`config.mk`:
```
export PLATFORM = sky130hd
export DESIGN_NAME = riscv_v_reduct_accumulator
export DESIGN_NICKNAME = d
export VERILOG_FILES = /design/src/rtl/riscv_v_reduct_accumulator.sv
export SDC_FILE = /design/constraint.sdc
export NUM_CORES = 1
export LEC_CHECK = 0
export ABC_AREA = 1
export CORE_AREA = 4 4 244 246
export DETAILED_ROUTE_END_ITERATION = 8
export DIE_AREA = 0 0 248 250
export RECOVER_POWER = 25
export SETUP_SLACK_MARGIN = 0.02
export SYNTH_ARGS = -nofsm -noshare
export SYNTH_HDL_FRONTEND = slang
export SYNTH_SLANG_ARGS = --single-unit
```
`constraint.sdc`:
```
create_clock -name clk_i -period 3.55 [get_ports clk_i]
set_clock_uncertainty 0.15 [all_clocks]
set_input_delay 0.71 -clock clk_i [delete_from_list [all_inputs] [get_ports clk_i]]
set_output_delay 0.71 -clock clk_i [all_outputs]
set_load 0.02 [all_outputs]
```
`src/rtl/riscv_v_reduct_accumulator.sv`:
```
// Folds the per-register reduction results (vredand/vredor/vredxor) of a
// vector register group into one scalar. Each beat carries one ALU result
// whose element 0 already holds that register's reduction. The folded
// element-0 value is emitted with byte valids on a valid/ready output.
//
// Ports:
//   clk_i          clock
//   rst_i          synchronous active-high reset
//   in_valid_i     beat offered
//   in_ready_o     beat accepted when in_valid_i && in_ready_o
//   in_first_i     first beat of a reduction
//   in_last_i      last beat of a reduction
//   in_op_i        00 AND, 01 OR, 10 XOR, 11 reserved (OR); sampled on first beat
//   in_osize_i     one-hot element size {128,64,32,16,8}; sampled on first beat
//   in_result_i    {data, byte_valid}
//   out_valid_o    final result available
//   out_ready_i    consumer accepts when out_valid_o && out_ready_i
//   out_result_o   {data, byte_valid}, element 0 only
//   busy_o         a reduction is in progress or a result is held
//   proto_err_o    sticky protocol error flag, cleared by reset only
module riscv_v_reduct_accumulator #(
  parameter int unsigned DATA_WIDTH = 128,
  parameter int unsigned NUM_BYTES  = DATA_WIDTH / 8
) (
  input  logic                             clk_i,
  input  logic                             rst_i,
  input  logic                             in_valid_i,
  output logic                             in_ready_o,
  input  logic                             in_first_i,
  input  logic                             in_last_i,
  input  logic [1:0]                       in_op_i,
  input  logic [4:0]                       in_osize_i,
  input  logic [DATA_WIDTH+NUM_BYTES-1:0]  in_result_i,
  output logic                             out_valid_o,
  input  logic                             out_ready_i,
  output logic [DATA_WIDTH+NUM_BYTES-1:0]  out_result_o,
  output logic                             busy_o,
  output logic                             proto_err_o
);

  localparam int unsigned RW = DATA_WIDTH + NUM_BYTES;

  typedef enum logic [1:0] {StIdle, StAcc, StHold} state_e;

  state_e                  state_q, state_d;
  logic [DATA_WIDTH-1:0]   acc_q, acc_d;
  logic                    acc_vld_q, acc_vld_d;
  logic [2:0]              widx_q, widx_d;  // log2(W/8)
  logic [1:0]              op_q, op_d;
  logic [RW-1:0]           out_result_q, out_result_d;
  logic                    proto_err_q, proto_err_d;

  logic                    beat_acc;
  logic                    start;
  logic                    load_out;
  logic [2:0]              in_widx;
  logic [2:0]              widx_eff;
  logic [1:0]              op_eff;
  int unsigned             w_bits;
  logic [DATA_WIDTH-1:0]   dmask;
  logic [NUM_BYTES-1:0]    bmask;
  logic [DATA_WIDTH-1:0]   in_data;
  logic [DATA_WIDTH-1:0]   data_m;
  logic                    in_active;
  logic [DATA_WIDTH-1:0]   folded;

  assign in_ready_o   = (state_q != StHold) | out_ready_i;
  assign out_valid_o  = (state_q == StHold);
  assign busy_o       = (state_q != StIdle);
  assign out_result_o = out_result_q;
  assign proto_err_o  = proto_err_q;

  assign beat_acc  = in_valid_i & in_ready_o;
  // In HOLD a beat is only accepted alongside out_ready, so any accepted
  // first beat begins a fresh reduction regardless of state.
  assign start     = beat_acc & in_first_i;
  assign in_data   = in_result_i[RW-1:NUM_BYTES];
  assign in_active = in_result_i[0];

  // Lowest set bit of the one-hot size wins; all-zero falls back to 8 bits.
  always_comb begin
    in_widx = 3'd0;
    for (int i = 4; i >= 0; i--) begin
      if (in_osize_i[i]) in_widx = 3'(i);
    end
  end

  assign widx_eff = start ? in_widx : widx_q;
  assign op_eff   = start ? in_op_i : op_q;
  assign w_bits   = 32'd8 << widx_eff;

  always_comb begin
    dmask = '0;
    for (int unsigned i = 0; i < DATA_WIDTH; i++) begin
      if (i < w_bits) dmask[i] = 1'b1;
    end
    bmask = '0;
    for (int unsigned i = 0; i < NUM_BYTES; i++) begin
      if (i < (w_bits >> 3)) bmask[i] = 1'b1;
    end
  end

  assign data_m = in_data & dmask;

  always_comb begin
    unique case (op_eff)
      2'b00:   folded = acc_q & data_m;
      2'b10:   folded = acc_q ^ data_m;
      default: folded = acc_q | data_m;
    endcase
  end

  always_comb begin
    state_d     = state_q;
    acc_d       = acc_q;
    acc_vld_d   = acc_vld_q;
    widx_d      = widx_q;
    op_d        = op_q;
    proto_err_d = proto_err_q;
    load_out    = 1'b0;

    if (state_q == StHold && out_ready_i) state_d = StIdle;

    if (beat_acc) begin
      if (in_first_i) begin
        // A first beat inside ACC abandons the running reduction.
        if (state_q == StAcc) proto_err_d = 1'b1;
        widx_d    = in_widx;
        op_d      = in_op_i;
        acc_d     = in_active ? data_m : '0;
        acc_vld_d = in_active;
        state_d   = in_last_i ? StHold : StAcc;
        load_out  = in_last_i;
      end else if (state_q == StAcc) begin
        if (in_active) begin
          acc_d     = acc_vld_q ? folded : data_m;
          acc_vld_d = 1'b1;
        end
        if (in_last_i) begin
          state_d  = StHold;
          load_out = 1'b1;
        end
      end else begin
        // Non-first beat with no reduction open: drop it.
        proto_err_d = 1'b1;
      end
    end

    out_result_d = out_result_q;
    if (load_out) out_result_d = {acc_d, bmask & {NUM_BYTES{acc_vld_d}}};
  end

  always_ff @(posedge clk_i) begin
    if (rst_i) begin
      state_q      <= StIdle;
      acc_q        <= '0;
      acc_vld_q    <= 1'b0;
      widx_q       <= 3'd0;
      op_q         <= 2'b00;
      out_result_q <= '0;
      proto_err_q  <= 1'b0;
    end else begin
      state_q      <= state_d;
      acc_q        <= acc_d;
      acc_vld_q    <= acc_vld_d;
      widx_q       <= widx_d;
      op_q         <= op_d;
      out_result_q <= out_result_d;
      proto_err_q  <= proto_err_d;
    end
  end

endmodule

```
==> flow_summary.html <==
<table>
<tr><th>Metric</th><th>Value</th></tr>
<tr><th colspan="2">Outcome</th></tr>
<tr><td>Status</td><td>complete, no violations</td></tr>
<tr><th colspan="2">Logic synthesis</th></tr>
<tr><td>Cell accounting for the most synthesized area</td><td>sky130_fd_sc_hd__dfxtp_1</td></tr>
<tr><td>Ranking of synthesized cells by instance count</td><td>sky130_fd_sc_hd__nand2_1, sky130_fd_sc_hd__inv_1, sky130_fd_sc_hd__nand3_1</td></tr>
<tr><td>Synth async-reset ratio</td><td>0%</td></tr>
<tr><td>Number of synthesized register bits</td><td>281</td></tr>
<tr><td>Number of nets in the synthesized netlist</td><td>about 3700</td></tr>
<tr><td>Most used standard cell by instance count after synthesis</td><td>sky130_fd_sc_hd__nand2_1</td></tr>
<tr><td>Post-synthesis cell type count</td><td>33</td></tr>
<tr><td>Post-synthesis instance area</td><td>roughly 20000 sq um</td></tr>
<tr><td>Post-synthesis cell count</td><td>between 3000 and 4000</td></tr>
<tr><td>Top cell type's share of synthesized area</td><td>27.44%</td></tr>
<tr><td>Leading cell types by total area after synthesis</td><td>sky130_fd_sc_hd__dfxtp_1, sky130_fd_sc_hd__nand2_1, sky130_fd_sc_hd__ha_1, sky130_fd_sc_hd__inv_1, sky130_fd_sc_hd__nand3_1</td></tr>
<tr><td>EDFF count, synth</td><td>0</td></tr>
<tr><td>Predominant post-synthesis flop cell</td><td>sky130_fd_sc_hd__dfxtp_1</td></tr>
<tr><td>Count of warnings emitted by yosys</td><td>0</td></tr>
<tr><td>Sequential-to-total area share from yosys stat</td><td>27.44%</td></tr>
<tr><td>Post-Syn Area per Cell</td><td>roughly 6.1 sq um</td></tr>
<tr><th colspan="2">CTS</th></tr>
<tr><td>Clock tree from TritonCTS</td><td>built</td></tr>
<tr><td>Cts bufs inserted</td><td>37</td></tr>
<tr><td>Number of H-tree levels</td><td>2</td></tr>
<tr><td>Resized cells post-CTS</td><td>0</td></tr>
<tr><td>Hold_buf cts</td><td>0</td></tr>
<tr><td>Buffer levels on the longest clock path</td><td>3</td></tr>
<tr><td>Number of clock sinks</td><td>281</td></tr>
<tr><td>Worst-Skew Late Latency</td><td>approximately 0.55 ns</td></tr>
<tr><td>Clock transition at the registers of the reported paths</td><td>0.06 ns</td></tr>
<tr><td>Root Buffer</td><td>sky130_fd_sc_hd__clkbuf_16</td></tr>
<tr><td>Post-CTS Setup Inserts</td><td>0</td></tr>
<tr><th colspan="2">Power and ir drop</th></tr>
<tr><td>Peak supply drop</td><td>~290 uV</td></tr>
<tr><td>Static leakage power</td><td>0.01218 uW</td></tr>
<tr><td>Power Dens Cells</td><td>slightly below 400 nW/um^2</td></tr>
<tr><td>Power consumption</td><td>10190 uW</td></tr>
<tr><th colspan="2">Hold path</th></tr>
<tr><td>Worst min-delay path class</td><td>reg2reg</td></tr>
<tr><td>Min-Delay Path Depth</td><td>2</td></tr>
<tr><td>Launch instance of the worst min-delay path</td><td>out_result_o[15]</td></tr>
<tr><td>Hold-critical path endpoint</td><td>out_result_o[15]</td></tr>
<tr><th colspan="2">Worst setup path</th></tr>
<tr><td>Startpoint of the most critical register-to-register path</td><td>state_q[0]</td></tr>
<tr><td>Worst-path cell with the longest stage delay</td><td>sky130_fd_sc_hd__clkdlybuf4s50_1</td></tr>
<tr><td>Worst-case reg-to-reg path depth</td><td>20</td></tr>
<tr><td>Required time at the worst-slack endpoint</td><td>3.81 ns</td></tr>
<tr><td>Max incr delay on CP</td><td>approximately 0.5 ns</td></tr>
<tr><td>Cell repeated most along the worst path</td><td>sky130_fd_sc_hd__nand2_1</td></tr>
<tr><td>Maximum net fanout on the critical path</td><td>10</td></tr>
<tr><td>Worst reg2reg endpoint</td><td>out_result_o[66]</td></tr>
<tr><td>Setup crit end kind</td><td>flop</td></tr>
<tr><td>Setup slack, reg-to-reg</td><td>0.74 ns</td></tr>
<tr><td>Cell-by-cell trace of the critical path</td><td>clkdlybuf4s50_1 &gt; nor2_1 &gt; nand2_1 &gt; nor2_1 &gt; buf_4 &gt; o21ai_4 &gt; buf_4 &gt; clkinv_1 &gt; buf_4 &gt; nand2_1 &gt; ha_1 &gt; nand3_1 &gt; nand4_1 &gt; nand2_1 &gt; nand2_1 &gt; nand2_1 &gt; nand2_1 &gt; nand2_1 &gt; a21oi_1</td></tr>
<tr><td>Type of origin of the critical path</td><td>input port</td></tr>
<tr><td>Setup CP Type</td><td>in2reg</td></tr>
<tr><td>Number of buffers and inverters on the critical path</td><td>5</td></tr>
<tr><td>Data arrival time at the worst-slack endpoint</td><td>3.38 ns</td></tr>
<tr><td>Path length in cells of the critical path</td><td>19</td></tr>
<tr><td>Family with the most delay on the worst path</td><td>buffers and inverters</td></tr>
<tr><th colspan="2">Placed design</th></tr>
<tr><td>Instance area after placement</td><td>roughly 25000 sq um</td></tr>
<tr><td>Post-DP HPWL</td><td>roughly 42000 um</td></tr>
<tr><td>Final RePlAce weighted congestion</td><td>approximately 0.8</td></tr>
<tr><td>Count of buffers from port buffering</td><td>289</td></tr>
<tr><td>Placed insts</td><td>approximately 4300</td></tr>
<tr><th colspan="2">Drt</th></tr>
<tr><td>Detailed-routing iteration count for the pre-antenna-repair pass</td><td>6</td></tr>
<tr><td>WL per Instance</td><td>15.75 um</td></tr>
<tr><td>Drt initial violations</td><td>approximately 1400</td></tr>
<tr><td>Detailed-route via count</td><td>roughly 21000</td></tr>
<tr><td>Remaining antenna violation count after routing</td><td>0</td></tr>
<tr><td>Drt total wl</td><td>68900 um</td></tr>
<tr><td>DRC viols</td><td>0</td></tr>
<tr><td>Post-DR vias/cell</td><td>4.889</td></tr>
<tr><th colspan="2">STA</th></tr>
<tr><td>Peak clock frequency supported by timing</td><td>about 0.32 GHz</td></tr>
<tr><td>Slew at the pin with the worst max-slew slack</td><td>1.385 ns</td></tr>
<tr><td>Final hold viol count</td><td>0</td></tr>
<tr><td>Minimum hold slack</td><td>roughly 0.31 ns</td></tr>
<tr><td>Final number of max-transition violations</td><td>0</td></tr>
<tr><td>Final worst path period share</td><td>88.02%</td></tr>
<tr><td>Max_slew headroom</td><td>7.665%</td></tr>
<tr><td>RSZ-0062 raised after global routing</td><td>no</td></tr>
<tr><td>Final count of negative-setup-slack endpoints</td><td>0</td></tr>
<tr><td>Period minus WS final</td><td>3.125 ns</td></tr>
<tr><th colspan="2">Layout</th></tr>
<tr><td>Final non-filler cell total</td><td>4374</td></tr>
<tr><td>Total area of sequential cells</td><td>5629 sq um</td></tr>
<tr><td>Layout net count</td><td>3909</td></tr>
<tr><td>Layout Area Growth over Synthesis</td><td>26.69%</td></tr>
<tr><td>Share of post-route cells with drive strength above 1</td><td>7.097%</td></tr>
<tr><td>Post-route cell area</td><td>25980 sq um</td></tr>
<tr><td>Fill count</td><td>between 5000 and 6000</td></tr>
<tr><td>Combined area of the multi-input logic cells</td><td>11980 sq um</td></tr>
<tr><th colspan="2">Global routing</th></tr>
<tr><td>Via count of the first global-routing pass</td><td>~20000</td></tr>
<tr><td>Overall track demand over capacity in global routing</td><td>21.67%</td></tr>
<tr><td>Maximum number of pins on one net before global-route repair</td><td>216</td></tr>
<tr><td>Global-route wire length before repair</td><td>109500 um</td></tr>
<tr><td>Antenna violations before repair</td><td>2</td></tr>
<tr><td>Total congestion overflow</td><td>0</td></tr>
<tr><th colspan="2">Run</th></tr>
<tr><td>Max-capacitance violation count</td><td>0</td></tr>
<tr><th colspan="2">Die</th></tr>
<tr><td>Effective utilization at floorplan</td><td>35.74%</td></tr>
<tr><td>Chip Height</td><td>between 200 and 300 um</td></tr>
<tr><td>Row count</td><td>88</td></tr>
<tr><td>Core Region</td><td>between 50000 and 60000 sq um</td></tr>
<tr><td>Overall die area</td><td>62000 sq um</td></tr>
<tr><td>X dimension of the die</td><td>248 um</td></tr>
<tr><td>Ports</td><td>about 310</td></tr>
</table>
[cell type report]
| cell class | instances | area share, % |
|---|---|---|
| sequential | 281 | 21.67 |
| antenna | 2 | 0.01927 |
| clock inverter | 15 | 0.8959 |
| tap | 765 | 3.685 |
| multi-input combinational | 2338 | 46.13 |
| inverter | 499 | 7.240 |
| timing repair buffer | 425 | 16.27 |
| clock buffer | 49 | 4.089 |
[sequential cells by signal (all words and copies together), names as in the netlist]
signal        flops
out_result_o    144
acc_q           128
widx_q            3
op_q              2
state_q           2
acc_vld_q         1
proto_err_o       1
[how the worst max path moves through the flow]
stage	endpoint	from
final	out_result_o[136]	in_osize_i[0]
after global routing	out_result_o[136]	in_osize_i[3]
after CTS	out_result_o[141]	in_osize_i[0]
after detailed placement	out_result_o[136]	in_osize_i[0]
after global placement	out_result_o[141]	in_osize_i[0]
after floorplan	out_result_o[135]	out_ready_i
[metal layers]
metal | share of wire, % | GRT usage (%)
met1 | 46 | 28.61
met2 | 46 | 36.21
met3 | 6.1 | 4.061
met4 | 2.4 | 5.803
met5 | 0 | 0
[worst min-delay path, delay by kind of cell (launching register included)]
family	cells	cell delay, ns
flip-flops	1	0.30
AND/OR/NAND/NOR	1	0.06
AO/OA/AOI/OAI	1	0.05
[kinds of logic (layout without fill, tap and decap cells)]
family                   Yosys count  in the layout  share of synthesized area [%]
AND/OR/NAND/NOR                 1538           1538                          31.75
buffers and inverters            737            988                          14.33
flip-flops                       281            281                          27.44
other                              0              2                              0
adder cells (fa/ha/maj)          170            170                          10.37
AO/OA/AOI/OAI                    630            630                          16.10
[power breakdown]
group	internal [uW]	switching, uW	leakage [uW]
clock	2530	1520	0.000632
combinational	1020	1660	0.00923
sequential	3360	95.7	0.00231
total	6910	3280	0.0122
[cell usage in the layout (no fill, tap or decap), types with 2 or more instances in the layout]
master and instances:
sky130_fd_sc_hd__ha_1 170, sky130_fd_sc_hd__nand4_1 20, sky130_fd_sc_hd__nand2_2 5, sky130_fd_sc_hd__buf_12 25, sky130_fd_sc_hd__clkbuf_8 7, sky130_fd_sc_hd__nor2_4 2, sky130_fd_sc_hd__o22ai_1 23, sky130_fd_sc_hd__inv_4 3
sky130_fd_sc_hd__nand3_4 2, sky130_fd_sc_hd__clkinvlp_4 3, sky130_fd_sc_hd__nand2_1 825, sky130_fd_sc_hd__nand3_1 332, sky130_fd_sc_hd__a21oi_1 249, sky130_fd_sc_hd__o21ai_1 45, sky130_fd_sc_hd__buf_4 112, sky130_fd_sc_hd__diode_2 2
sky130_fd_sc_hd__clkbuf_1 4, sky130_fd_sc_hd__o21ai_0 290, sky130_fd_sc_hd__nand2_4 17, sky130_fd_sc_hd__clkinv_2 6, sky130_fd_sc_hd__clkdlybuf4s50_1 188, sky130_fd_sc_hd__inv_1 490, sky130_fd_sc_hd__bufinv_16 6, sky130_fd_sc_hd__clkbuf_16 38
sky130_fd_sc_hd__nand3b_1 25, sky130_fd_sc_hd__a21oi_2 10, sky130_fd_sc_hd__dfxtp_1 280, sky130_fd_sc_hd__inv_2 5, sky130_fd_sc_hd__dlygate4sd3_1 99, sky130_fd_sc_hd__nor2_1 307, sky130_fd_sc_hd__o22ai_2 8
[per-stage QoR]
stage	setup TNS (ns)	setup WS [ns]	util [%]
after detailed placement	-1.106	-0.1014	43.02
after global placement	-1.086	-0.09703	43.02
after global routing	0	0.1928	45.28
after floorplan	0	0.6341	-
final	0	0.4254	45.28
after CTS	0	0.4594	45.28
No activity file was read; power rests on OpenSTA's default activity.
